==> config.mk <==
export PLATFORM = sky130hd
export DESIGN_NAME = nibble_serial_subtractor
export DESIGN_NICKNAME = d
export VERILOG_FILES = /design/src/rtl/nibble_serial_subtractor_pkg.sv /design/src/rtl/nibble_serial_subtractor_sub4.sv /design/src/rtl/nibble_serial_subtractor.sv
export SDC_FILE = /design/constraint.sdc
export NUM_CORES = 1
export LEC_CHECK = 0
export CAP_MARGIN = 15
export CORE_ASPECT_RATIO = 1.75
export CORE_MARGIN = 1.5
export CORE_UTILIZATION = 45
export CTS_CLUSTER_SIZE = 24
export DETAILED_ROUTE_END_ITERATION = 8
export HOLD_SLACK_MARGIN = 0.1
export PLACE_DENSITY_LB_ADDON = 0.12
export SLEW_MARGIN = 20
export SYNTH_ARGS = -nofsm -noshare
export SYNTH_HDL_FRONTEND = slang
export SYNTH_SLANG_ARGS = --single-unit
==> constraint.sdc <==
create_clock -name clk -period 4.66 [get_ports clk]
set_input_delay 0.932 -clock clk [delete_from_list [all_inputs] [get_ports clk]]
set_output_delay 0.932 -clock clk [all_outputs]
set_load 0.01 [all_outputs]
==> src/rtl/nibble_serial_subtractor_pkg.sv <==
// Shared types and sizing helpers for the nibble-serial subtractor.
package nibble_serial_subtractor_pkg;

    localparam int NIBBLE_W      = 4;
    localparam int DEFAULT_WIDTH = 16;

    typedef enum logic [1:0] {
        IDLE = 2'd0,
        RUN  = 2'd1,
        DONE = 2'd2
    } state_e;

    function automatic int num_nibbles(input int width);
        return width / NIBBLE_W;
    endfunction

    // A single-nibble datapath still needs a 1-bit index register.
    function automatic int idx_width(input int width);
        int n;
        n = num_nibbles(width);
        return (n > 1) ? $clog2(n) : 1;
    endfunction

    localparam int NUM_NIBBLES = num_nibbles(DEFAULT_WIDTH);
    localparam int IDX_W       = idx_width(DEFAULT_WIDTH);

endpackage

==> src/rtl/nibble_serial_subtractor_sub4.sv <==
// Combinational 4-bit slice: diff = a - b - bin, with unsigned borrow out.
module subtractor_4bit (
    input  logic [3:0] a,
    input  logic [3:0] b,
    input  logic       bin,
    output logic [3:0] diff,
    output logic       bout
);

    logic [4:0] wide;

    assign wide = {1'b0, a} - {1'b0, b} - {4'b0000, bin};
    assign diff = wide[3:0];
    assign bout = wide[4];

endmodule

==> src/rtl/nibble_serial_subtractor.sv <==
// Serial subtractor: one nibble per clock through a single 4-bit slice,
// IDLE -> RUN (WIDTH/4 cycles) -> DONE, with back-to-back restart from DONE.
module nibble_serial_subtractor
    import nibble_serial_subtractor_pkg::*;
#(
    parameter int WIDTH = DEFAULT_WIDTH
) (
    input  logic             clk,
    input  logic             rst_n,
    input  logic             start,
    input  logic [WIDTH-1:0] in_a,
    input  logic [WIDTH-1:0] in_b,
    input  logic             bin,
    output logic             busy,
    output logic             done,
    output logic [WIDTH-1:0] diff,
    output logic             bout,
    output logic             ovf,
    output logic             zero
);

    localparam int NIBS     = num_nibbles(WIDTH);
    localparam int IDX_BITS = idx_width(WIDTH);

    state_e                state_q;
    logic [WIDTH-1:0]      a_q, b_q, diff_q;
    logic [IDX_BITS-1:0]   idx_q;
    logic                  borrow_q, bout_q, ovf_q, zero_q;

    logic [NIBBLE_W-1:0]   a_nib, b_nib, slice_diff;
    logic                  slice_bout;
    logic [WIDTH-1:0]      diff_d;
    logic                  last_nib;
    logic                  ovf_d, zero_d;

    always_comb begin
        a_nib    = a_q[int'(idx_q)*NIBBLE_W +: NIBBLE_W];
        b_nib    = b_q[int'(idx_q)*NIBBLE_W +: NIBBLE_W];
        diff_d   = diff_q;
        diff_d[int'(idx_q)*NIBBLE_W +: NIBBLE_W] = slice_diff;
        last_nib = (idx_q == IDX_BITS'(NIBS - 1));
        // Flags are taken from the result including the nibble finishing this cycle.
        ovf_d    = (a_q[WIDTH-1] != b_q[WIDTH-1]) && (diff_d[WIDTH-1] != a_q[WIDTH-1]);
        zero_d   = (diff_d == '0);
    end

    subtractor_4bit u_slice (
        .a    (a_nib),
        .b    (b_nib),
        .bin  (borrow_q),
        .diff (slice_diff),
        .bout (slice_bout)
    );

    always_ff @(posedge clk or negedge rst_n) begin
        if (!rst_n) begin
            state_q  <= IDLE;
            a_q      <= '0;
            b_q      <= '0;
            idx_q    <= '0;
            borrow_q <= 1'b0;
            diff_q   <= '0;
            bout_q   <= 1'b0;
            ovf_q    <= 1'b0;
            zero_q   <= 1'b0;
        end else begin
            case (state_q)
                IDLE, DONE: begin
                    if (start) begin
                        a_q      <= in_a;
                        b_q      <= in_b;
                        idx_q    <= '0;
                        borrow_q <= bin;
                        state_q  <= RUN;
                    end else begin
                        state_q  <= IDLE;
                    end
                end
                RUN: begin
                    diff_q   <= diff_d;
                    borrow_q <= slice_bout;
                    if (last_nib) begin
                        idx_q   <= '0;
                        bout_q  <= slice_bout;
                        ovf_q   <= ovf_d;
                        zero_q  <= zero_d;
                        state_q <= DONE;
                    end else begin
                        idx_q   <= idx_q + 1'b1;
                    end
                end
                default: state_q <= IDLE;
            endcase
        end
    end

    assign busy = (state_q == RUN);
    assign done = (state_q == DONE);
    assign diff = diff_q;
    assign bout = bout_q;
    assign ovf  = ovf_q;
    assign zero = zero_q;

endmodule

Yosys cells after proc, flatten, opt, wreduce, memory -nomap -nowiden:

Cells that the tools add are included.
W data, S select, Z words.

* register bits: 56
* output and inout bits: 21
* logic and storage cells: 41

* add/sub/neg operators: 4
* equal/unequal tests: 7
* shift operators: 4
* multiplexer cells: 9
* reduce and logical (&&, ||, !) cells: 8

Operators by type and width (number)
* $neg A4 Y33: 1
* $shift A4 B33 Y16 const A: 1
* $shiftx A4 B33 Y16: 1
* $shiftx A16 B5 Y4: 2
* $bwmux W16: 1
* $logic_not A16 Y1: 1
* $pmux W2 S2: 2
* $mux W2: 3
* $reduce_and A2 Y1: 3
* $sub A4 B4 Y5: 1
* $sub A5 B1 Y5: 1
* $eq A2 B2 Y1 const B: 2
* $add A2 B1 Y2 const B: 1
* $eq A2 B1 Y1 const B: 1
* $logic_not A2 Y1: 1
* $mux W1: 2
* $ne A1 B1 Y1: 2
* $ne A2 B1 Y1 const B: 1
* $ne A2 B2 Y1 const B: 1
* $pmux W1 S2: 1
* $reduce_bool A2 Y1: 1
* $reduce_or A2 Y1: 1
* $logic_and A1 B1 Y1: 1

Logic depth before layout (Yosys ltp):

Gate-level depths: netlist of run 1.

* depth after elaboration: 7
* depth in mapped cells: 12

Hierarchy:

From an unflattened synthesis of run 1, not the netlist that was laid out.

* cells, all modules: 290
* area total of the unflattened synthesis: 2922.8 sq um

By module, submodules not included
* nibble_serial_subtractor: times used 1, cells each 266, area each 2715.1 sq um
* subtractor_4bit: times used 1, cells each 24, area each 207.7 sq um

Least setup slack after synthesis of run 1:

OpenSTA, ideal clock, no wires.

* path type: register -> register
* start: reg idx_q[0]
* end: reg ovf_q, in the netlist ovf
* setup time: 79 ps
* arrival: 3433 ps
* setup slack: 1147 ps
* stages on the path, launching flop included: 11
* path buffers: 2
* period minus slack after synthesis: 3513 ps
* cells stage by stage: dfrtp_1 -> clkbuf_8 -> clkbuf_1 -> mux4_2 -> fa_1 -> ha_1 -> or2b_2 -> a2111o_1 -> and3_4 -> or3_1 -> a2bb2oi_1

* word-level cells in the longest chain between the ends: 7

RTL lines
* start: declaration: RTL line nibble_serial_subtractor.sv:27 `logic [IDX_BITS-1:0] idx_q;`
* start signal: assignment: RTL line nibble_serial_subtractor.sv:89 `idx_q <= idx_q + 1'b1;`
* $shiftx A16 B5 Y4 (on tied branches): RTL line nibble_serial_subtractor.sv:37, nibble_serial_subtractor.sv:38
* $sub A4 B4 Y5: RTL line nibble_serial_subtractor_sub4.sv:12 `assign wide = {1'b0, a} - {1'b0, b} - {4'b0000, bin};`
* $sub A5 B1 Y5: RTL line nibble_serial_subtractor_sub4.sv:12
* $shiftx A4 B33 Y16: RTL line nibble_serial_subtractor.sv:40 `diff_d[int'(idx_q)*NIBBLE_W +: NIBBLE_W] = slice_diff;`
* $bwmux W16: RTL line nibble_serial_subtractor.sv:40
* $ne A1 B1 Y1: RTL line nibble_serial_subtractor.sv:43 `ovf_d = (a_q[WIDTH-1] != b_q[WIDTH-1]) && (diff_d[WIDTH-1] != a_q[WIDTH-1]);`
* $logic_and A1 B1 Y1: RTL line nibble_serial_subtractor.sv:43
* end signal: assignment: RTL line nibble_serial_subtractor.sv:85 `ovf_q <= ovf_d;`
* end: declaration: RTL line nibble_serial_subtractor.sv:28 `logic borrow_q, bout_q, ovf_q, zero_q;`

Several ways; a longest one is shown, not always the timed one.
A chain may end at the register's enable or synchronous reset.

Worst setup path in the final report of run 1:

* start: reg idx_q[0]
* end: reg zero_q, in the netlist zero

* word-level cells in the longest chain between the ends: 6

RTL lines
* $shiftx A16 B5 Y4 (on tied branches): RTL line nibble_serial_subtractor.sv:37, nibble_serial_subtractor.sv:38
* $sub A4 B4 Y5: RTL line nibble_serial_subtractor_sub4.sv:12
* $sub A5 B1 Y5: RTL line nibble_serial_subtractor_sub4.sv:12
* $shiftx A4 B33 Y16: RTL line nibble_serial_subtractor.sv:40
* $bwmux W16: RTL line nibble_serial_subtractor.sv:40
* $logic_not A16 Y1: RTL line nibble_serial_subtractor.sv:44 `zero_d = (diff_d == '0);`
* end signal: assignment: RTL line nibble_serial_subtractor.sv:86 `zero_q <= zero_d;`
* end: declaration: RTL line nibble_serial_subtractor.sv:28

Several ways; a longest one is shown, not always the timed one.

==> flow_metrics.tcl, run 1 <==
set metrics [dict create \
    run_status "complete, no violations" \
    fin_crit_ps 3365 \
    tritoncts "done" \
    synth.cell_area_mm2 0.002853 \
    cp.buffers_inverters 2 \
    synth.yosys.warnings 0 \
    finalInstanceArea_mm2 0.003595 \
    postCtsSetupBuffers 0 \
    globalRoute.totalOverflow 0 \
    detailedPlacementHpwl_um 4513 \
    core_mm2 0.006181 \
    leakagePower_nw 1.523 \
    area_delta_synth_final_pct 26.01 \
    mostFrequentLayoutCells "sky130_fd_sc_hd__dfrtp_1 (56), sky130_fd_sc_hd__clkdlybuf4s50_1 (55), sky130_fd_sc_hd__mux2_2 (31)" \
    htree_levels 2 \
    cts_hold_buffers 0 \
    timing.final.setup_violations 0 \
    crit_path_start_kind "flop" \
    antenna-diode-count 0 \
    layout_worst_path_cycle_share_pct 72.21 \
    syn_inst 226 \
    post_synth.cell_area_avg_um2 12.62 \
    grt_max_degree 57 \
    clk_pin_slew_worst_paths_ps 100 \
    wirelength_um 6010 \
    worst_path_dominant_cell_family "adder cells" \
    die-width_um 63.19 \
    final-instance-count-excl-fill 364 \
    avgRoutedWirePerCell_um 16.51 \
    yosys_register_bits 56 \
    power-per-cell-area_mw_per_mm2 842.2 \
    first_iter_violations 91 \
    clockRootBuffer "sky130_fd_sc_hd__clkbuf_8" \
    layout-drive-gt1-share_pct 19.01 \
    placedCellCount 356 \
    cap_violations 0 \
    placement.cell_area_mm2 0.003480 \
    placementRows 38 \
    grtUsageTotal_pct 18.91 \
    cp_max_fo 12 \
    vdd_drop_max_v 0.0004379 \
    required_ps 4890 \
    worstPathCellList "buf_4, mux4_2, inv_1, fa_1, fa_1, xnor2_1, or4_1, nand4_1, a2111o_1, o21ai_0" \
    synth_async_sr_flop_share_pct 100.0 \
    setup_repair_after_global_routing_missed_its_margin "false" \
    fmaxAchievable_mhz 297.2 \
    clk_latency_ps 310 \
    ys_dominant_reg_cell "sky130_fd_sc_hd__dfrtp_1" \
    hold_class "flop to flop" \
    cts_buffers 5 \
    synth.net_count 274 \
    synth_sequential_area_ratio_pct 49.12 \
    design.portCount 57 \
    fraction_of_synthesized_cell_area_taken_by_the_top_area_cell_type_pct 49.12 \
    number_of_iterations_in_the_first_detailed_routing_pass 4 \
    post_cts.resized_instances 0 \
    dr_total_vias 2026 \
    max_slew_margin_pct 54.81 \
    post_synth_num_cell_types 42 \
    start_util_pct 46.15 \
    critPathArrivalTime_ps 3600 \
    cts_max_path_buffers 2 \
    die_height_um 108.3 \
    crit_path_max_incr_delay_ps 720 \
    timing.critical_path.slowest_stage_cell "sky130_fd_sc_hd__dfrtp_1" \
    crit_path_end_kind "flop" \
    synth_area_leader_cell "sky130_fd_sc_hd__dfrtp_1" \
    synth_enable_flop_cells 0 \
    first_pass_grt_wire_length_um 9867 \
    layout_commonest_cell "sky130_fd_sc_hd__dfrtp_1" \
    post_drt_via_cell_ratio 5.566 \
    worstSetupPathType "flop to flop" \
    finClkSkew_ps 7.078 \
    gp_congestion 0.8982 \
    remaining_drc_errors 0 \
    antenna_found_initial 0 \
    cell_occurring_most_often_along_the_worst_timing_path "sky130_fd_sc_hd__fa_1" \
    timing_max_transition_violations_final 0 \
    cts_num_sinks 56 \
    nets 331 \
    first_global_vias 2124 \
    worst-slew-pin-transition_ps 677.9 \
    hold_viol 0 \
    setup-tns-final_ps 0 \
    dieArea_mm2 0.006845 \
    port-buffer-count 56 \
    detail-route-antenna-nets 0 \
    synth.area.top_cells "sky130_fd_sc_hd__dfrtp_1 (49%), sky130_fd_sc_hd__mux2_2 (12%), sky130_fd_sc_hd__mux4_2 (6.3%), sky130_fd_sc_hd__ha_1 (4.4%), sky130_fd_sc_hd__a22o_1 (4.0%)" \
]
==> worst paths after layout <==
kind / end / from / slack, ps / cells after the start
worst max-delay path: zero$_DFFE_PN0P_ / idx_q[0]$_DFFE_PN0P_ / 1300 / 10
worst min-delay path: bout$_DFFE_PN0P_ / bout$_DFFE_PN0P_ / 490 / 2
worst max register to register: zero$_DFFE_PN0P_ / idx_q[0]$_DFFE_PN0P_ / 1300 / 10
worst min register to register: bout$_DFFE_PN0P_ / bout$_DFFE_PN0P_ / 490 / 2
max in group asynchronous: a_q[7]$_DFFE_PN0P_ / rst_n / 3470 / 2
min in group asynchronous: b_q[4]$_DFFE_PN0P_ / rst_n / 740 / 2
==> sequential cells by signal, indices dropped and copies added, names as in the netlist <==
signal / count
a_q: 16
b_q: 16
borrow_q: 1
bout: 1
diff: 16
idx_q: 2
ovf: 1
state_q: 2
zero: 1
==> metal layers <==
layer  up-vias  routed length [µm]  track usage (%)
li1        951                   -                -
met3        13                 160            2.810
met4         0                 197            9.472
met5         -                   0                0
met2        57                3452            36.55
met1      1005                2200            19.44
==> layout make-up <==
cell class	instances	area, µm²
clock buffers	5	68.82
clock inverters	3	46.29
fillers	556	2586
inverters	18	67.56
multi-input cells	143	1333
flip-flops and latches	56	1401
well taps	80	100.1
repair buffers	59	578.1
==> logic make-up (layout without fill, tap and decap cells) <==
group	count (synthesis)	count (layout)	synth area share, %
AOI/OAI and AO/OA	39	39	10.79
xor gates and xnor gates	5	5	1.535
adders and majority gates	12	12	5.790
buffers and inverters	27	85	4.255
DFF	56	56	49.12
muxes	41	41	19.25
and+or+nand+nor	46	46	9.254
==> per-stage QoR <==
step	util, %	hold WS (ps)	worst slack (ps)	power, mW
finish	58.16	494.6	1295	3.027
global route	58.16	531.9	1108	3.252
CTS	58.16	503.9	1290	3.044
detailed placement	56.30	478.1	1327	2.702
global placement	56.30	467.6	1384	2.674
floorplan	-	475.2	1147	2.159
==> power breakdown <==
group / internal [mW] / switching (mW)
clock network: 0.162 / 0.165
registers: 0.709 / 0.170
logic: 0.865 / 0.956
total: 1.74 / 1.29
==> tightest hold or removal path: stages (launching register included) <==
cell	delay, ps
sky130_fd_sc_hd__dfrtp_1	360
sky130_fd_sc_hd__nand2_1	50
sky130_fd_sc_hd__o21ai_0	60
==> cells in the mapped netlist (all sizes together) (2+ instances only) <==
| cell type | number |
|---|---|
| dfrtp | 56 |
| o31ai | 3 |
| mux2i | 2 |
| nand4 | 2 |
| inv | 18 |
| nand2b | 2 |
| nor2b | 4 |
| a21oi | 4 |
| nor2 | 7 |
| ha | 10 |
| o21ai | 4 |
| nand2 | 13 |
| xnor2 | 4 |
| fa | 2 |
| and3b | 2 |
| or4 | 2 |
| mux4 | 8 |
| a22o | 13 |
| mux2 | 31 |
| nand3 | 2 |
| o221ai | 3 |
| nand3b | 2 |
| clkbuf | 9 |
| or3 | 4 |
| a211o | 2 |
| a2111o | 2 |
Note: power is estimated with default switching activity, not from simulation.
==> run 2, diff against run 1 <==
==> constraint.sdc (replaced) <==
create_clock -name clk -period 2.98 [get_ports clk]
set_input_delay 0.596 -clock clk [delete_from_list [all_inputs] [get_ports clk]]
set_output_delay 0.596 -clock clk [all_outputs]
set_load 0.01 [all_outputs]
==> run 2 against run 1 <==
  * Final area grew 1.9%
  * Fmax grew 19%
  * Largest cell class unchanged
  * Clock-buffer cell count grew 1
==> flow_metrics.tcl, run 2 (same netlist as run 1, synthesis figures left out) <==
set metrics [dict create \
    run_status "complete, no violations" \
    crit_path_end_kind "flop" \
    setup_repair_after_global_routing_missed_its_margin "false" \
    final-instance-count-excl-fill 371 \
    fmaxAchievable_mhz 354.5 \
    finClkSkew_ps 8.294 \
    cp_max_fo 3 \
    pre_cts_ws_ps 143.9 \
    max_slew_margin_pct 54.40 \
    crit_path_start_kind "flop" \
    cts_buffers 5 \
    leakagePower_nw 1.562 \
    layout-drive-gt1-share_pct 23.02 \
    layout_worst_path_cycle_share_pct 94.67 \
    dieArea_mm2 0.006845 \
    clk_pin_slew_worst_paths_ps 100 \
    first_global_vias 2153 \
    critPathArrivalTime_ps 3060 \
    timing_max_transition_violations_final 0 \
    power-per-cell-area_mw_per_mm2 1382 \
    cts_max_path_buffers 2 \
    die-width_um 63.19 \
    fill_count 543 \
    gp_congestion 0.8635 \
    worstSetupPathType "flop to flop" \
    grt_max_degree 57 \
    area.sequential_mm2 0.001401 \
    first_iter_violations 83 \
    cap_violations 0 \
    worst_r2r_path_depth 8 \
    worst-slew-pin-transition_ps 684.0 \
    timing.final.setup_violations 0 \
    finalInstanceArea_mm2 0.003664 \
    core_mm2 0.006181 \
    area_delta_synth_final_pct 28.42 \
    ff2ff_setup_slack_ps 160 \
    detail-route-antenna-nets 0 \
    hold_viol 0 \
    wirelength_um 6316 \
    htree_levels 2 \
    tritoncts "done" \
    cts_num_sinks 56 \
    design.portCount 57 \
    globalRoute.totalOverflow 0 \
    detailedPlacementHpwl_um 4879 \
    r2r_path_end "zero$_DFFE_PN0P_" \
    grtUsageTotal_pct 20.48 \
    port-buffer-count 56 \
    dr_total_vias 2053 \
    antenna-diode-count 0 \
    placement.cell_area_mm2 0.003555 \
    post_drt_via_cell_ratio 5.534 \
    die_height_um 108.3 \
    antenna_found_initial 0 \
    avgRoutedWirePerCell_um 17.02 \
    placedCellCount 363 \
    start_util_pct 46.15 \
    cts_hold_buffers 0 \
    remaining_drc_errors 0 \
    critical_path.reg2reg.startpoint "idx_q[0]$_DFFE_PN0P_" \
    first_pass_grt_wire_length_um 10820 \
    mostFrequentLayoutCells "sky130_fd_sc_hd__dfrtp_1 (56), sky130_fd_sc_hd__clkdlybuf4s50_1 (55), sky130_fd_sc_hd__mux2_2 (31)" \
    layout_commonest_cell "sky130_fd_sc_hd__dfrtp_1" \
    fin_ws_ps 159.0 \
    hold_class "primary input to async pin" \
    vdd_drop_max_v 0.0007066 \
    fin_crit_ps 2821 \
    nets 338 \
    clockRootBuffer "sky130_fd_sc_hd__clkbuf_8" \
    clk_latency_ps 310 \
    placementRows 38 \
    multi_input_comb_area_mm2 0.001371 \
    required_ps 3220 \
    number_of_iterations_in_the_first_detailed_routing_pass 4 \
]
-- run 2: cell count changes in the layout (fill, tap and decap cells not counted), moves of 2 or more --
cell	delta
sky130_fd_sc_hd__buf_4	+7
sky130_fd_sc_hd__clkinv_2	+2
sky130_fd_sc_hd__fa_1	-2
sky130_fd_sc_hd__fa_2	+2
sky130_fd_sc_hd__ha_1	-2
-- run 2: how the worst max path moves through the flow --
stage,startpoint,to,slack [ps]
floorplan,idx_q[0]$_DFFE_PN0P_,ovf$_DFFE_PN0P_,-10
global placement,idx_q[0]$_DFFE_PN0P_,ovf$_DFFE_PN0P_,220
detailed placement,idx_q[0]$_DFFE_PN0P_,ovf$_DFFE_PN0P_,140
CTS,idx_q[0]$_DFFE_PN0P_,ovf$_DFFE_PN0P_,130
global route,idx_q[0]$_DFFE_PN0P_,ovf$_DFFE_PN0P_,8
finish,idx_q[0]$_DFFE_PN0P_,zero$_DFFE_PN0P_,160
-- run 2: power breakdown --
| group | total (mW) | leakage (nW) | switching, mW | internal [mW] |
|---|---|---|---|---|
| clock | 0.428 | 0.0510 | 0.242 | 0.186 |
| sequential | 1.35 | 0.691 | 0.237 | 1.11 |
| combinational | 3.29 | 0.820 | 1.70 | 1.59 |
| total | 5.06 | 1.56 | 2.18 | 2.89 |
-- run 2: layer usage --
| metal | share of wire (%) | track usage (%) |
|---|---|---|
| met2 | 57 | 38.37 |
| met4 | 2.8 | 9.006 |
| met1 | 37 | 22.98 |
| met3 | 3.1 | 2.601 |
| met5 | 0 | 0 |
-- run 2: critical path, stage by stage, from the launching register on --
cell and delay, ps:
sky130_fd_sc_hd__dfrtp_1 400, sky130_fd_sc_hd__mux4_2 540, sky130_fd_sc_hd__fa_2 400, sky130_fd_sc_hd__fa_2 390, sky130_fd_sc_hd__xor2_1 230, sky130_fd_sc_hd__o221ai_1 200
sky130_fd_sc_hd__nand4_1 140, sky130_fd_sc_hd__a2111o_1 310, sky130_fd_sc_hd__o21ai_0 140
-- run 2: per-stage QoR --
stage | setup TNS (ps) | utilization [%] | power (mW) | hold WS, ps
after floorplan | -13.35 | - | 3.507 | 300.4
after global placement | 0 | 57.51 | 4.497 | 468.4
after detailed placement | 0 | 57.51 | 4.544 | 470.7
after CTS | 0 | 59.01 | 4.977 | 430.7
after global routing | 0 | 59.27 | 5.455 | 456.5
final | 0 | 59.27 | 5.061 | 399.0
-- run 2: cell type report --
type,count,share of cell area (%)
flip-flops and latches,56,38.25
multi-input cells,143,37.43
well taps,80,2.732
repair buffers,66,17.21
clock inverters,2,0.2732
inverters,18,1.844
clock buffers,6,2.254
-- run 2: what timing repair did --
| item | CTS | global route |
|---|---|---|
| setup buffers | 0 | 0 |
| gates resized for setup | 0 | 2 |
| endpoints found under the setup margin | 0 | 2 |
